<file path="config.mk">
export PLATFORM = sky130hd
export DESIGN_NAME = pc_sequencer
export DESIGN_NICKNAME = d
export VERILOG_FILES = /design/src/rtl/pc_sequencer.sv
export SDC_FILE = /design/constraint.sdc
export NUM_CORES = 1
export LEC_CHECK = 0
export ABC_AREA = 1
export CAP_MARGIN = 5
export CORE_UTILIZATION = 60
export CTS_BUF_LIST = sky130_fd_sc_hd__clkbuf_4 sky130_fd_sc_hd__clkbuf_8
export CTS_CLUSTER_SIZE = 8
export DETAILED_ROUTE_END_ITERATION = 6
export HOLD_SLACK_MARGIN = 0.1
export PLACE_DENSITY = 0.83
export SLEW_MARGIN = 25
export SYNTH_ARGS = -nofsm -noshare
export SYNTH_HDL_FRONTEND = slang
export SYNTH_SLANG_ARGS = --single-unit
</file>
<file path="constraint.sdc">
create_clock -name clk -period 3.7 [get_ports clk]
set_clock_uncertainty 0.15 [all_clocks]
set_input_delay 0.555 -clock clk [delete_from_list [all_inputs] [get_ports clk]]
set_output_delay 0.555 -clock clk [all_outputs]
set_load 0.01 [all_outputs]
</file>
<file path="src/rtl/pc_sequencer.sv">
// Purpose : program-counter sequencer with stall, reset vector, increment and circular return-address stack.
// Latency : one clock from phase/control inputs to the registered pc; ras_top/ras_cnt follow the same edge.
// Backpr. : stall=1 freezes every register (pc, RAS, sticky flags); hlt still wins over stall.
//
// Ports:
//   clk, n_rst        clock, asynchronous active-low reset
//   hlt               synchronous halt/restart: pc to RESET_VEC, RAS and flags cleared
//   phase             current phase, one-hot (PH_F fetch, PH_W write-back)
//   stall             hold all state this cycle
//   ct_taken, is_call, is_ret   control-transfer qualifiers, sampled in PH_W
//   dr                target address from the datapath
//   pc                registered program counter
//   ras_top           most recently pushed, not yet popped entry (0 when empty)
//   ras_cnt           number of valid RAS entries, 0..RAS_DEPTH
//   ras_ovf, ras_unf  sticky overflow (push while full) / underflow (return while empty)
//
// Optional feature macro PC_SEQ_TRAP_EN: adds TRAP_VEC, input trap and output epc.

module pc_sequencer #(
  parameter int unsigned       WIDTH     = 32,
  parameter logic [WIDTH-1:0]  RESET_VEC = '0,
  parameter int unsigned       INC       = 1,
  parameter int unsigned       RAS_DEPTH = 4,
  parameter int unsigned       CW        = $clog2(RAS_DEPTH) + 1
`ifdef PC_SEQ_TRAP_EN
  , parameter logic [WIDTH-1:0] TRAP_VEC = WIDTH'(32'h10)
`endif
) (
  input  logic             clk,
  input  logic             n_rst,
  input  logic             hlt,
  input  logic [4:0]       phase,
  input  logic             stall,
  input  logic             ct_taken,
  input  logic             is_call,
  input  logic             is_ret,
  input  logic [WIDTH-1:0] dr,
`ifdef PC_SEQ_TRAP_EN
  input  logic             trap,
  output logic [WIDTH-1:0] epc,
`endif
  output logic [WIDTH-1:0] pc,
  output logic [WIDTH-1:0] ras_top,
  output logic [CW-1:0]    ras_cnt,
  output logic             ras_ovf,
  output logic             ras_unf
);

  // Phase encodings mirror header.v (one-hot phase counter).
  localparam logic [4:0] PH_F = 5'b00001;
  localparam logic [4:0] PH_W = 5'b10000;

  localparam int unsigned PW = $clog2(RAS_DEPTH);

  logic [WIDTH-1:0] pc_q, pc_d;
  logic [PW-1:0]    sp_q, sp_d;      // next free slot; top entry lives at sp_q-1
  logic [CW-1:0]    cnt_q, cnt_d;
  logic             ovf_q, ovf_d;
  logic             unf_q, unf_d;
  logic [WIDTH-1:0] mem_q [RAS_DEPTH];
  logic [WIDTH-1:0] mem_d [RAS_DEPTH];

  logic [PW-1:0]    top_idx;
  logic             ras_empty;
  logic             ras_full;
  logic             trap_hit;
  logic             do_push;

`ifdef PC_SEQ_TRAP_EN
  logic [WIDTH-1:0] epc_q, epc_d;
  assign trap_hit = trap;
  assign epc      = epc_q;
`else
  assign trap_hit = 1'b0;
`endif

  assign top_idx   = sp_q - PW'(1);
  assign ras_empty = (cnt_q == '0);
  assign ras_full  = (cnt_q == CW'(RAS_DEPTH));

  assign pc      = pc_q;
  assign ras_top = ras_empty ? '0 : mem_q[top_idx];
  assign ras_cnt = cnt_q;
  assign ras_ovf = ovf_q;
  assign ras_unf = unf_q;

  always_comb begin
    pc_d    = pc_q;
    sp_d    = sp_q;
    cnt_d   = cnt_q;
    ovf_d   = ovf_q;
    unf_d   = unf_q;
    mem_d   = mem_q;
    do_push = 1'b0;
`ifdef PC_SEQ_TRAP_EN
    epc_d   = epc_q;
`endif

    if (hlt) begin
      pc_d  = RESET_VEC;
      sp_d  = '0;
      cnt_d = '0;
      ovf_d = 1'b0;
      unf_d = 1'b0;
      for (int i = 0; i < RAS_DEPTH; i++) mem_d[i] = '0;
`ifdef PC_SEQ_TRAP_EN
      epc_d = '0;
`endif
    end else if (stall) begin
      // hold everything
    end else if (trap_hit) begin
      // A trap pre-empts the phase action and any RAS traffic.
`ifdef PC_SEQ_TRAP_EN
      pc_d  = TRAP_VEC;
      epc_d = pc_q;
`endif
    end else if (phase == PH_F) begin
      pc_d = pc_q + WIDTH'(INC);
    end else if (phase == PH_W && ct_taken) begin
      unique case ({is_call, is_ret})
        2'b00: pc_d = dr;
        2'b10: do_push = 1'b1;
        2'b01: begin
          if (!ras_empty) begin
            pc_d  = mem_q[top_idx];
            sp_d  = top_idx;
            cnt_d = cnt_q - CW'(1);
          end else begin
            // Nothing to return to: fall back to the datapath target.
            pc_d  = dr;
            unf_d = 1'b1;
          end
        end
        default: begin
          // Coroutine swap: exchange pc with the top entry in place.
          if (!ras_empty) begin
            pc_d           = mem_q[top_idx];
            mem_d[top_idx] = pc_q;
          end else begin
            do_push = 1'b1;
          end
        end
      endcase

      // pc_q already holds the return address (incremented during PH_F).
      // When full the write lands on the oldest slot, so the ring just rotates.
      if (do_push) begin
        pc_d        = dr;
        mem_d[sp_q] = pc_q;
        sp_d        = sp_q + PW'(1);
        if (ras_full) ovf_d = 1'b1;
        else          cnt_d = cnt_q + CW'(1);
      end
    end
  end

  always_ff @(posedge clk or negedge n_rst) begin
    if (!n_rst) begin
      pc_q  <= RESET_VEC;
      sp_q  <= '0;
      cnt_q <= '0;
      ovf_q <= 1'b0;
      unf_q <= 1'b0;
      for (int i = 0; i < RAS_DEPTH; i++) mem_q[i] <= '0;
`ifdef PC_SEQ_TRAP_EN
      epc_q <= '0;
`endif
    end else begin
      pc_q  <= pc_d;
      sp_q  <= sp_d;
      cnt_q <= cnt_d;
      ovf_q <= ovf_d;
      unf_q <= unf_d;
      mem_q <= mem_d;
`ifdef PC_SEQ_TRAP_EN
      epc_q <= epc_d;
`endif
    end
  end

endmodule

</file>
==> run_results.csv <==
group,metric,value,unit
outcome,outcome,"completed",
pwr,total_power,6.53,mW
synth,synth.cell_area,12200,sq um
worst_setup_path,endpoint_kind,"primary output",
floorplan,rows,51,
cts,cts_tree,"done",
synth,netlist_instances,2022,
worst_setup_path,cp.required,2.99,ns
synth,synth_largest_area_cell,"dfrtp_1",
route,drt-pass1-iter-count,6,
cells_and_area,syn2layout_area_growth,13.6,%
cts,clkSinkCount,167,
synth,synthTopCellsByArea,"dfrtp_1 34%, nand2_1 20%, nand3_1 10%, inv_1 8.2%, o21ai_0 6.8%",
global_route,grt_use_total,0.452,
route,antenna_left,0,
synth,yosysUniqueCellTypes,31,
worst_setup_path,cp.arrival,2.99,ns
cells_and_area,final_util,0.704,
sta,drv_slew,0,
sta,relSlewSlack,0.373,
floorplan,fp.dieW,145,microns
cts,clk_pin_slew,0.10,ns
synth,synth_edf_count,0,
synth,synth_nets,2074,
pwr,peakVddDrop,363,uV
sta,holdWs,0.350,ns
floorplan,initial_core_util,0.620,
cells_and_area,diodes,0,
synth,synth_seq_area_share,0.342,
worst_setup_path,path_class,"flop to primary output",
cts,cts_max_level,4,
cts,clkLatencyLatePin,0.51,ns
place,hpwlAfterDp,30.5,mm
pwr,p_leak,6.97,nW
cts,post_cts_buffers,0,
pwr,powerDensity,471,nW/um^2
place,port_buffers,112,
global_route,overflow,0,
cells_and_area,final_nets,2118,
flow_run,drv_cap,0,
floorplan,core_area,19700,sq um
synth,synthTopCellsByCount,"662 x nand2_1, 268 x inv_1, 255 x nand3_1",
sta,period_needed,3.70,ns
synth,ys_ff_latch,167,
cts,cts_inserted_buffers,17,
synth,async_flop_share,1.00,
sta,report.final.setup_viol,0,
route,vias_per_cell,6.03,
worst_setup_path,path_max_fanout,26,
floorplan,ios,113,
sta,clock.fmax,271,MHz
global_route,grt_first_pass_wirelength,70.4,mm
synth,ys_warn_count,0,
sta,fin_crit_sh,0.999,
synth,ys.flop_type,"dfrtp_1",
worst_setup_path,setup.worst_path.start_class,"flop",
floorplan,die_area,20900,sq um
sta,worst_pin_slew,0.940,ns
sta,final-hold-violation-count,0,
sta,rsz0062_at_grt,"true",
cells_and_area,final_layout_size_suffix_gt1_frac,0.0438,
route,drt_wl_total,45.8,mm
synth,synth.avg_cell_area,6.04,sq um
global_route,antenna_found_initial,0,
floorplan,die_y,145,microns
sta,setup_tns,0,ns
route,dr.first_iter.drc_count,1998,
place,gp_congestion,0.993,
cells_and_area,fillers,1767,
cts,cts-root-buf,"clkbuf_8",
global_route,grt_max_degree,86,
cts,clockBufferDepth,2,
route,drcViolationCount,0,
min_path,min_path_type,"flop to flop",
synth,yosysMostFrequentCell,"nand2_1",
synth,yosys.area.top_type_share,0.342,
route,vias,14100,
global_route,grt_pass1_vias,12900,
route,wl_per_cell,19.6,microns
[cell usage in the layout, fill, tap and decap left out, types with 7 or more instances in the layout]
cell and count:
nor2_1 154, o21ai_0 164, buf_4 32, clkbuf_8 17
nand3_1 255, o21ai_1 31, clkdlybuf4s50_1 111, inv_1 267
dfrtp_1 166, o221ai_1 8, nand2_1 662, o22ai_1 42
ha_1 7, a21oi_1 93
[flip-flops by register name (all words and copies together) (netlist names)]
register and count:
ras_ovf 1, ras_unf 1, pc 32, ras_cnt 3, sp_q 2, mem_q 128
[final timing paths]
check                           slack (ns)       from  cells after the start     endpoint
worst max-delay path                 0.004    sp_q[1]                      9  ras_top[24]
max in group asynchronous             1.96      n_rst                      3    mem_q[24]
worst min-delay path                  0.35  mem_q[40]                      2    mem_q[40]
worst max register to register        0.43    sp_q[0]                      8    mem_q[59]
min in group asynchronous             0.48      n_rst                      2     mem_q[3]
worst min register to register        0.35  mem_q[40]                      2    mem_q[40]
[where the power goes]
group / internal, mW / switching [mW] / leakage, nW
registers: 2.03 / 0.124 / 2.30
clock network: 0.501 / 0.848 / 0.179
logic: 0.898 / 2.14 / 4.49
total: 3.42 / 3.11 / 6.97
[layout make-up]
type,count,area [sq um],area share
Multi-Input combinational cell,1455,6500,0.468
Sequential cell,167,4180,0.301
Timing Repair Buffer,150,1460,0.105
Inverter,275,1030,0.0745
Tap cell,265,332,0.0239
Clock buffer,18,241,0.0174
Clock inverter,14,128,0.00919
[per-layer routing]
layer	GRT usage	vias to the layer above	wire, microns	part of all wire
met4	0.186	2	1820	0.040
met5	0.0201	-	49	0.0011
met3	0.155	173	7180	0.16
li1	-	6495	-	-
met1	0.613	6362	17700	0.39
met2	0.651	1106	19000	0.42
[critical path: stages, from the launching register on]
cell and delay, ns:
dfrtp_1 0.43, inv_1 0.09, ha_1 0.33, clkinv_2 0.20
buf_12 0.22, a21oi_1 0.05, o21ai_0 0.23, nand2_1 0.22
nor2_1 0.13, clkdlybuf4s50_1 0.56
[through the flow]
stage / area (sq um) / std cells / setup slack, ns
finish: 13900 / 2344 / 0.00425
global route: 13900 / 2344 / -0.0135
CTS: 13900 / 2344 / 0.109
detailed placement: 13500 / 2311 / 0.508
global placement: 13500 / 2311 / 0.573
floorplan: 12200 / 2022 / 0.854
[cell families (layout without fill, tap and decap cells)]
group | count (synthesis) | in the layout | share of synthesized area
simple gates | 1096 | 1096 | 0.369
fa+ha+maj | 8 | 8 | 0.00819
buf+inv | 400 | 457 | 0.127
xor+xnor | 4 | 4 | 0.00287
compound gates | 347 | 347 | 0.151
flops | 167 | 167 | 0.342
[repair_timing]
| item | CTS | global route |
|---|---|---|
| hold endpoints to repair | 69 | 0 |
| gates cloned | 0 | 0 |
| hold buffers | 1 | 0 |
| resized for setup | 1 | 2 |
| setup endpoints to repair | 2 | 4 |
Note: power is estimated with default switching activity, not from simulation.
==> RTL change: new RTL, config.mk and constraints unchanged <==
Set the parameter `WIDTH` to 28 (it was 32).
--- a/src/rtl/pc_sequencer.sv
+++ b/src/rtl/pc_sequencer.sv
@@ -17,7 +17,7 @@
 // Optional feature macro PC_SEQ_TRAP_EN: adds TRAP_VEC, input trap and output epc.
 
 module pc_sequencer #(
-  parameter int unsigned       WIDTH     = 32,
+  parameter int unsigned       WIDTH     = 28,
   parameter logic [WIDTH-1:0]  RESET_VEC = '0,
   parameter int unsigned       INC       = 1,
   parameter int unsigned       RAS_DEPTH = 4,
Interface: changed (resized dr, pc and ras_top); port bits go from 113 to 101. The function was not compared with the original's and may differ.
==> RTL change against the original RTL <==
The run now ends with design-rule violations left; non-clock buffer count down 23; wire length down 32%; worst hold slack worse by 0.019 ns; area after synthesis down 22%; final area down 20%; via count down 28%; sequential cell count down 20; worst setup slack better by 0.13 ns; highest routed layer is now met4.
Power is not compared: it rests on default switching activity, and its combinational part moved more than twofold at a synthesized area within 25%.
==> RTL change: results (changes against the original RTL) <==
| Metric | Value |
|---|---|
| Layout cells sized above 1 | 0.0612 (was 0.0438) |
| Area of placed instances | 10700 um^2 (was 13500 um^2) |
| Worst hold start | mem_q[26] (was mem_q[40]) |
| Hold Path End | mem_q[26] (was mem_q[40]) |
| DR vias | 10184 (was 14138) |
| Final WL | 31.0 mm (was 45.8 mm) |
| DRT iter0 DRCs | 1248 (was 1998) |
| First-pass GRT wire length | 49.5 mm (was 70.4 mm) |
| R2r setup slk | 0.55 ns (was 0.43 ns) |
| # DRC | 1 (was 0) |
| GPL Wtd Cong | 0.951 (was 0.993) |
| Nets@finish | 1619 (was 2118) |
| R2R cell count | 11 (was 8) |
| Crit path capture | ras_top[8] (was ras_top[24]) |
| Post-synthesis compound-gate area fraction | 0.0908 (was 0.151) |
| Pin count of the biggest net entering global routing | 79 (was 86) |
| Seq. cell area | 3680 um^2 (was 4180 um^2) |
| First-pass DRT Iterations | 7 (was 6) |
| Slew HR | 0.490 (was 0.373) |
| R2R Path End | mem_q[30] (was mem_q[59]) |
| Top post-synthesis cells by count | 498 x nand2_1, 206 x nor2_1, 170 x inv_1 (was 662 x nand2_1, 268 x inv_1, 255 x nand3_1) |
| Status | finished, violations left (was finished clean) |
| Max reg flops | 112 (was 128) |
| Post-synthesis cell count | 1508 (was 2022) |
| Failing checks | design-rule violations |
| Vias in the first global route | 9379 (was 12937) |
| Final HPWL DP | 21.1 mm (was 30.5 mm) |
| XOR/XNOR share of the synthesized area | 0.00274 (was 0.00287) |
RTL change: timing repair:
| action | CTS | global route |
|---|---|---|
| hold buffers | 1 | 0 |
| gates resized for setup | 0 | 1 |
| setup buffers | 0 | 0 |
| setup endpoints to repair | 0 | 2 |
| hold endpoints to repair | 76 | 0 |
RTL change: logic make-up (layout without fill, tap and decap cells):
logic type | count (synthesis) | count (layout)
and+or+nand+nor | 922 | 922
buffers and inverters | 265 | 341
AOI/OAI and AO/OA | 163 | 163
DFF | 147 | 147
adders and majority gates | 8 | 8
xor gates and xnor gates | 3 | 3
RTL change: area by class of cell:
cell class,instances,share of cell area
Clock buffer,19,0.0235
Clock inverter,13,0.0133
Inverter,182,0.0618
Multi-Input combinational cell,1096,0.437
Sequential cell,147,0.331
Tap cell,211,0.0238
Timing Repair Buffer,127,0.110
RTL change: per-layer routing:
layer	global-route usage	vias to the layer above	routed length, um
met5	0	-	0
li1	-	4825	-
met2	0.599	613	13600
met4	0.171	0	1050
met3	0.0744	94	3510
met1	0.556	4652	12900
